===== src/rtl/lsu_pkg.sv =====
// Shared definitions for the load/store unit.
//   size_e  : CPU access size encoding (byte/half/word/double)
//   state_e : sequencing FSM states
//   BE_*    : byte-enable patterns for the 32-bit memory word
//   is_misaligned() : natural-alignment test for a given size
package lsu_pkg;

  typedef enum logic [1:0] {
    SZ_BYTE   = 2'd0,
    SZ_HALF   = 2'd1,
    SZ_WORD   = 2'd2,
    SZ_DOUBLE = 2'd3
  } size_e;

  typedef enum logic [2:0] {
    IDLE,
    ISSUE0,
    CAP0,
    ISSUE1,
    CAP1,
    RESP
  } state_e;

  localparam logic [3:0] BE_BYTE0   = 4'b0001;
  localparam logic [3:0] BE_LO_HALF = 4'b0011;
  localparam logic [3:0] BE_HI_HALF = 4'b1100;
  localparam logic [3:0] BE_ALL     = 4'b1111;

  // Every access must be naturally aligned to its own size.
  function automatic logic is_misaligned(input size_e size, input logic [2:0] addr_lo);
    case (size)
      SZ_HALF:   return addr_lo[0];
      SZ_WORD:   return addr_lo[1:0] != 2'b00;
      SZ_DOUBLE: return addr_lo != 3'b000;
      default:   return 1'b0;
    endcase
  endfunction

endpackage


===== src/rtl/lsu_load_align.sv =====
// Combinational load-data aligner.
//   size_i    : access size (size_e encoding)
//   signed_i  : 1 = sign-extend, 0 = zero-extend (ignored for double)
//   offset_i  : byte offset of the access within the memory word
//   lo_word_i : memory word holding the lane (low word of a double)
//   hi_word_i : high word of a double load
//   result_o  : 64-bit right-aligned, extended load result
module lsu_load_align
  import lsu_pkg::*;
(
  input  logic [1:0]  size_i,
  input  logic        signed_i,
  input  logic [1:0]  offset_i,
  input  logic [31:0] lo_word_i,
  input  logic [31:0] hi_word_i,
  output logic [63:0] result_o
);

  logic [31:0] shifted;

  // NOTE: every output of a combinational block gets a default first so no
  // path through the case can leave it unassigned and infer a latch.
  always_comb begin
    shifted  = lo_word_i >> {offset_i, 3'b000};
    result_o = '0;
    case (size_e'(size_i))
      SZ_BYTE: result_o = {{56{signed_i & shifted[7]}},  shifted[7:0]};
      SZ_HALF: result_o = {{48{signed_i & shifted[15]}}, shifted[15:0]};
      SZ_WORD: result_o = {{32{signed_i & shifted[31]}}, shifted};
      default: result_o = {hi_word_i, lo_word_i};  // double: little-endian pair
    endcase
  end

endmodule


===== src/rtl/load_store_unit.sv =====
// Load/store unit: turns one CPU access into one or two 32-bit memory
// transactions, then pulses oDone with the aligned/extended load result.
//   iCLK, iRST_n            : clock, synchronous active-low reset
//   iReq .. iWData          : CPU request (sampled only while oReady=1)
//   oReady, oDone           : idle indicator, one-cycle completion pulse
//   oMisaligned, oRData     : completion qualifiers (reject flag, load data)
//   oMemRead .. oMemWData   : memory-side strobes, lanes, word address
//   iMemRData               : memory read data, valid the cycle after oMemRead
module load_store_unit
  import lsu_pkg::*;
#(
  parameter int ADDR_W = 64,
  parameter int DATA_W = 64
) (
  input  logic              iCLK,
  input  logic              iRST_n,
  input  logic              iReq,
  input  logic              iWrite,
  input  logic [1:0]        iSize,
  input  logic              iSigned,
  input  logic [ADDR_W-1:0] iAddr,
  input  logic [DATA_W-1:0] iWData,
  output logic              oReady,
  output logic              oDone,
  output logic              oMisaligned,
  output logic [DATA_W-1:0] oRData,
  output logic              oMemRead,
  output logic              oMemWrite,
  output logic [3:0]        oByteEnable,
  output logic [ADDR_W-1:0] oMemAddr,
  output logic [DATA_W-1:0] oMemWData,
  input  logic [DATA_W-1:0] iMemRData
);

  state_e            state_q, state_d;
  logic              write_q, signed_q, mis_q;
  size_e             size_q;
  logic [ADDR_W-1:0] addr_q;
  logic [63:0]       wdata_q;
  logic [31:0]       lo_q;
  logic [63:0]       rdata_q;

  logic              accept;
  logic              last_cap;
  logic [ADDR_W-1:0] word_addr;
  logic [31:0]       lanes;
  logic [63:0]       load_result;

  assign accept    = (state_q == IDLE) && iReq;
  assign word_addr = {addr_q[ADDR_W-1:2], 2'b00};
  // The result register is written only on the final capture, so oRData
  // stays stable through the intermediate states of a double load.
  assign last_cap  = (state_q == CAP1) || (state_q == CAP0 && size_q != SZ_DOUBLE);

  lsu_load_align u_align (
    .size_i    (size_q),
    .signed_i  (signed_q),
    .offset_i  (addr_q[1:0]),
    .lo_word_i ((state_q == CAP1) ? lo_q : iMemRData[31:0]),
    .hi_word_i (iMemRData[31:0]),
    .result_o  (load_result)
  );

  always_comb begin
    state_d = state_q;
    case (state_q)
      IDLE:    if (iReq) state_d = is_misaligned(size_e'(iSize), iAddr[2:0]) ? RESP : ISSUE0;
      ISSUE0:  if (!write_q)                 state_d = CAP0;
               else if (size_q == SZ_DOUBLE) state_d = ISSUE1;
               else                          state_d = RESP;
      CAP0:    state_d = (size_q == SZ_DOUBLE) ? ISSUE1 : RESP;
      ISSUE1:  state_d = write_q ? RESP : CAP1;
      CAP1:    state_d = RESP;
      RESP:    state_d = IDLE;
      default: state_d = IDLE;
    endcase
  end

  // NOTE: sequential state uses non-blocking assignments so every register
  // samples pre-edge values regardless of statement order.
  always_ff @(posedge iCLK) begin
    if (!iRST_n) begin
      state_q  <= IDLE;
      write_q  <= 1'b0;
      signed_q <= 1'b0;
      mis_q    <= 1'b0;
      size_q   <= SZ_BYTE;
      addr_q   <= '0;
      wdata_q  <= '0;
      lo_q     <= '0;
      rdata_q  <= '0;
    end else begin
      state_q <= state_d;
      if (accept) begin
        write_q  <= iWrite;
        signed_q <= iSigned;
        size_q   <= size_e'(iSize);
        mis_q    <= is_misaligned(size_e'(iSize), iAddr[2:0]);
        addr_q   <= iAddr;
        wdata_q  <= 64'(iWData);
      end
      if (state_q == CAP0) lo_q    <= iMemRData[31:0];
      if (last_cap)        rdata_q <= load_result;
    end
  end

  always_comb begin
    oMemRead    = 1'b0;
    oMemWrite   = 1'b0;
    oByteEnable = '0;
    oMemAddr    = '0;
    oMemWData   = '0;
    lanes       = '0;
    case (size_q)
      SZ_BYTE:   lanes = {4{wdata_q[7:0]}};
      SZ_HALF:   lanes = {2{wdata_q[15:0]}};
      SZ_WORD:   lanes = wdata_q[31:0];
      default:   lanes = (state_q == ISSUE1) ? wdata_q[63:32] : wdata_q[31:0];
    endcase
    if (state_q == ISSUE0 || state_q == ISSUE1) begin
      oMemRead  = !write_q;
      oMemWrite = write_q;
      oMemAddr  = word_addr + ((state_q == ISSUE1) ? ADDR_W'(4) : ADDR_W'(0));
      case (size_q)
        SZ_BYTE: oByteEnable = BE_BYTE0 << addr_q[1:0];
        SZ_HALF: oByteEnable = addr_q[1] ? BE_HI_HALF : BE_LO_HALF;
        default: oByteEnable = BE_ALL;
      endcase
      if (write_q) oMemWData = DATA_W'(lanes);
    end
  end

  assign oReady      = (state_q == IDLE);
  assign oDone       = (state_q == RESP);
  assign oMisaligned = (state_q == RESP) && mis_q;
  assign oRData      = DATA_W'(rdata_q);

endmodule


===== config.mk =====
export PLATFORM = sky130hd
export DESIGN_NAME = load_store_unit
export DESIGN_NICKNAME = d
export VERILOG_FILES = /design/src/rtl/lsu_pkg.sv /design/src/rtl/lsu_load_align.sv /design/src/rtl/load_store_unit.sv
export SDC_FILE = /design/constraint.sdc
export NUM_CORES = 1
export LEC_CHECK = 0
export CAP_MARGIN = 15
export CELL_PAD_IN_SITES_DETAIL_PLACEMENT = 1
export CELL_PAD_IN_SITES_GLOBAL_PLACEMENT = 1
export CORE_UTILIZATION = 30
export DETAILED_ROUTE_END_ITERATION = 12
export PLACE_DENSITY = 0.78
export SETUP_SLACK_MARGIN = 0.02
export SLEW_MARGIN = 20
export SYNTH_ARGS = -nofsm -noshare
export SYNTH_HDL_FRONTEND = slang
export SYNTH_SLANG_ARGS = --single-unit

===== constraint.sdc =====
create_clock -name iCLK -period 3.5 [get_ports iCLK]
set_clock_uncertainty 0.05 [all_clocks]
set_input_delay 0.35 -clock iCLK [delete_from_list [all_inputs] [get_ports iCLK]]
set_output_delay 0.35 -clock iCLK [all_outputs]
set_load 0.1 [all_outputs]

==> metrics list <==
- The flow ran to the end, but the final reports show violations.
* Violations in the final reports: negative setup slack
- Top FF cell, synth: dfxtp_1
- Crit path time final: 3.65 ns
- The total area inside the core boundary comes to 39800 um2.
- Summed over all instances, the cell type with the most area after synthesis is dfxtp_1.
- CTS built an H-tree with a depth of 1.
- Maximum number of pins on one net before global-route repair: 134
- Via count of the first global-routing pass: 13546
* Part of the Yosys area used for sequential elements: 38.2%
* Largest buffer count on any clock path: 3
* F_max: 0.274 GHz
- Met2 Usage GRT: 41.8%
- Worst r2r src: state_q[0]$_SDFFE_PN0P_
* Horiz. Die Dim: 203 um
- From synthesis to final layout, the design area changed by 54.2%.
- Port Buffer Count: 333
- Global routing consumed, over all layers together, 24.1% of the routing resources.
* Hold path endpoint: wdata_q[31]$_SDFFE_PN0P_
- Counting flops and latches in the post-synthesis netlist gives 232.
- After detailed routing, the number of vias per cell comes to 5.37.
* Capturing point of the worst reg2reg path: oRData[37]$_SDFFE_PN0P_
- DP HPWL: 36.7 mm
- Simple-gate share of the synthesized area: 26.1%
* Antenna violations before repair: 2
* Initial Utilization: 30.5%
* Worst endpoint data arrival time: 3.25 ns
- Layer with the highest usage after global routing: met2
* Fillers: 4621
- Height of the die: 203 um
* Number of cells traversed by the worst register-to-register path: 7
- Starting DRT DRC Count: 771
- Clk Latency, worst-skew pair: 0.56 ns
- Most numerous cell in the Yosys netlist: nand2_1
* PD cells: 562 nW/um2
- Post-synthesis compound-gate area fraction: 20.5%
* Number of cells produced by synthesis: 1623
- Worst Hold Path Cells: 3
- RSZ-0062 raised after global routing: true
* Detailed-route wire length per cell: 21.1 um
- Final hold viol count: 0
* Grt ovf: 0
- Kind of critical path: reg -> out
* Post-synthesis cell area: 12200 um2
* Setup violation total in the final timing report: 15
* Hold buffer count at CTS: 0
* Clock Root Buffer: clkbuf_16
* Fraction of registers with async set or reset after synthesis: 0%
* First-pass GRT wire length: 78.9 mm
- Counting the buffers created by CTS gives 27.
- Synth unique cells: 57
* Cell Rows: 73
- Counting flops with a built-in enable in the synthesized netlist gives 0.
- Ratio of cells with drive above 1 in the final layout: 19.2%
* Final Slew Violations: 0
- Top-Level Pins: 400
* Total number of yosys warnings: 0
* Area share of fa/ha/maj cells after synthesis: 0.309%
- The die covers 41400 um2.
- Number of sinks handled by clock tree synthesis: 232
* Relative slew margins: 27.7%
- In this run the worst path has a maximum fanout of 14.
- By count the netlist is led by 434 x nand2_1, 232 x dfxtp_1, 230 x a21oi_1.
- After Yosys synthesis, XOR and XNOR cells account for 2.45% of the synthesized area.
* Detailed-route wire length: 52.2 mm
* Setup WS pre-CTS: 0.152 ns
- Number of remaining DRC errors: 0
- Startpoint of the lowest-slack hold path: iWData[31]
* Met3 global-route usage: 4.79%
- Maximum ir drop on the vdd rail: 0.381 mV
- At the end of routability-driven placement, the weighted congestion stood at 0.884.
* Transition time of the tightest slew-check pin: 1.08 ns
- By area the synthesized netlist is led by dfxtp_1 38%, nand2_1 13%, a21oi_1 9.5%.
* Maxcap violations: 0
- Path class of the lowest-slack min-delay path: in -> reg
- Worst Setup Start Kind: flip-flop
- In the finished design, the share of the clock period the worst path needs comes to 104%.
- Combinational family with the most area after synthesis: simple AND/OR/NAND/NOR gates
- The detail route stage leaves a number of antenna-violating nets equal to 0.
- Portion of synthesized cell area occupied by the leading cell type: 38.2%
- Data required time of the worst path: 3.10 ns
- TritonCTS clock tree: done
* Setup slack of the critical path after layout: -0.154 ns
- Clock-pin slew was measured on the worst setup and hold paths at 0.07 ns.
- In this run the register-to-register setup slack is 0.64 ns.
- In the final timing run, aggregate negative setup slack is -1.59 ns.
* GR met1 Demand/Resource: 30.5%
- Multiplexer share of the synthesized area: 5.56%
* Synthesized area per cell: 7.49 um2
- The final layout contains 2125 nets.
- STA classifies the critical path endpoint as an output port.
- Summed over all cells, the static leakage comes to 6.60 nW.
- The first TritonRoute pass finished after 6 iterations.
* Routed vias: 13257
-- cells by family after synthesis --
logic type | Yosys count
compound gates | 400
xor+xnor | 34
fa+ha+maj | 3
buf+inv | 182
flops | 232
mux | 60
other cells | 1
simple gates | 711
-- power by group --
part           internal (mW)  total [mW]  switching (mW)
Clock                   2.18        3.43            1.25
Sequential              2.96        3.27           0.310
Combinational           1.11        3.84            2.73
Total                   6.26        10.5            4.29
-- flip-flops by register name (all words and copies together), names as in the netlist, 2 cells and up --
name     count
lo_q        32
size_q       2
state_q      3
wdata_q     64
oRData      64
addr_q      64
-- placed cells by master (no fill, tap or decap), types with 32 or more instances in the layout --
master / instances
o21ai_0: 38
dfxtp_1: 226
and3_1: 43
a21oi_1: 205
clkdlybuf4s50_1: 230
o221a_2: 32
nand2_1: 432
nor2_1: 79
conb_1: 34
buf_4: 63
mux2i_1: 44
buf_12: 103
-- how the worst max path moves through the flow --
stage,startpoint,endpoint,slack (ns),cells past startpoint
floorplan,state_q[1]$_SDFFE_PN0P_,oMemAddr[53],-0.07,13
global placement,state_q[2]$_SDFFE_PN0P_,oMemAddr[51],0.22,10
detailed placement,state_q[2]$_SDFFE_PN0P_,oMemAddr[49],0.15,10
CTS,state_q[2]$_SDFFE_PN0P_,oMemAddr[41],-0.18,10
global route,addr_q[15]$_SDFFE_PN0P_,oMemAddr[41],-0.23,7
finish,state_q[2]$_SDFFE_PN0P_,oMemAddr[41],-0.15,10
-- per-stage QoR --
stage / std cells / area (um2) / total power [mW] / utilization, % / hold WS [ns]
4_1_cts: 2461 / 18600 / 10.6 / 46.8 / 0.259
3_5_place_dp: 2399 / 17300 / 7.14 / 43.4 / 0.397
3_3_place_gp: 2399 / 17300 / 7.04 / 43.4 / 0.386
2_1_floorplan: 1656 / 12700 / 5.92 / - / 0.386
6_report: 2470 / 18800 / 10.5 / 47.1 / 0.282
5_1_grt: 2470 / 18800 / 10.9 / 47.1 / 0.289
-- metal layers --
metal  up-vias  wire [um]
li1       6224          -
met1      6514      21900
met2       441      25500
met3        76       3500
met4         2       1280
met5         -         16
-- layout make-up --
cell class                      instances  area [um2]  share of cell area (%)
Antenna cell                            1        2.50                  0.0133
Sequential cell                       232        4650                    24.8
Clock buffer                           29         693                    3.70
Timing Repair Buffer                  399        4870                    26.0
Inverter                               21        83.8                   0.447
Tap cell                              525         657                    3.50
Multi-Input combinational cell       1242        7420                    39.5
Clock inverter                         21         383                    2.04
-- repair_timing --
| item | in CTS | in global routing |
|---|---|---|
| cloned | 1 | 0 |
| gates resized for setup | 37 | 15 |
| pin swaps | 15 | 9 |
| endpoints found under the setup margin | 26 | 27 |
| setup buffers | 12 | 9 |
-- worst max-delay path: stages (launching register included) --
cell      delay [ns]
dfxtp_2         0.33
nand2b_4        0.15
nor2_4          0.12
ha_4            0.15
nand4_1         0.15
or3_4           0.38
or3_4           0.37
buf_12          0.16
or4_4           0.50
a21oi_4         0.17
buf_12          0.20
Note: power is estimated with default switching activity, not from simulation.
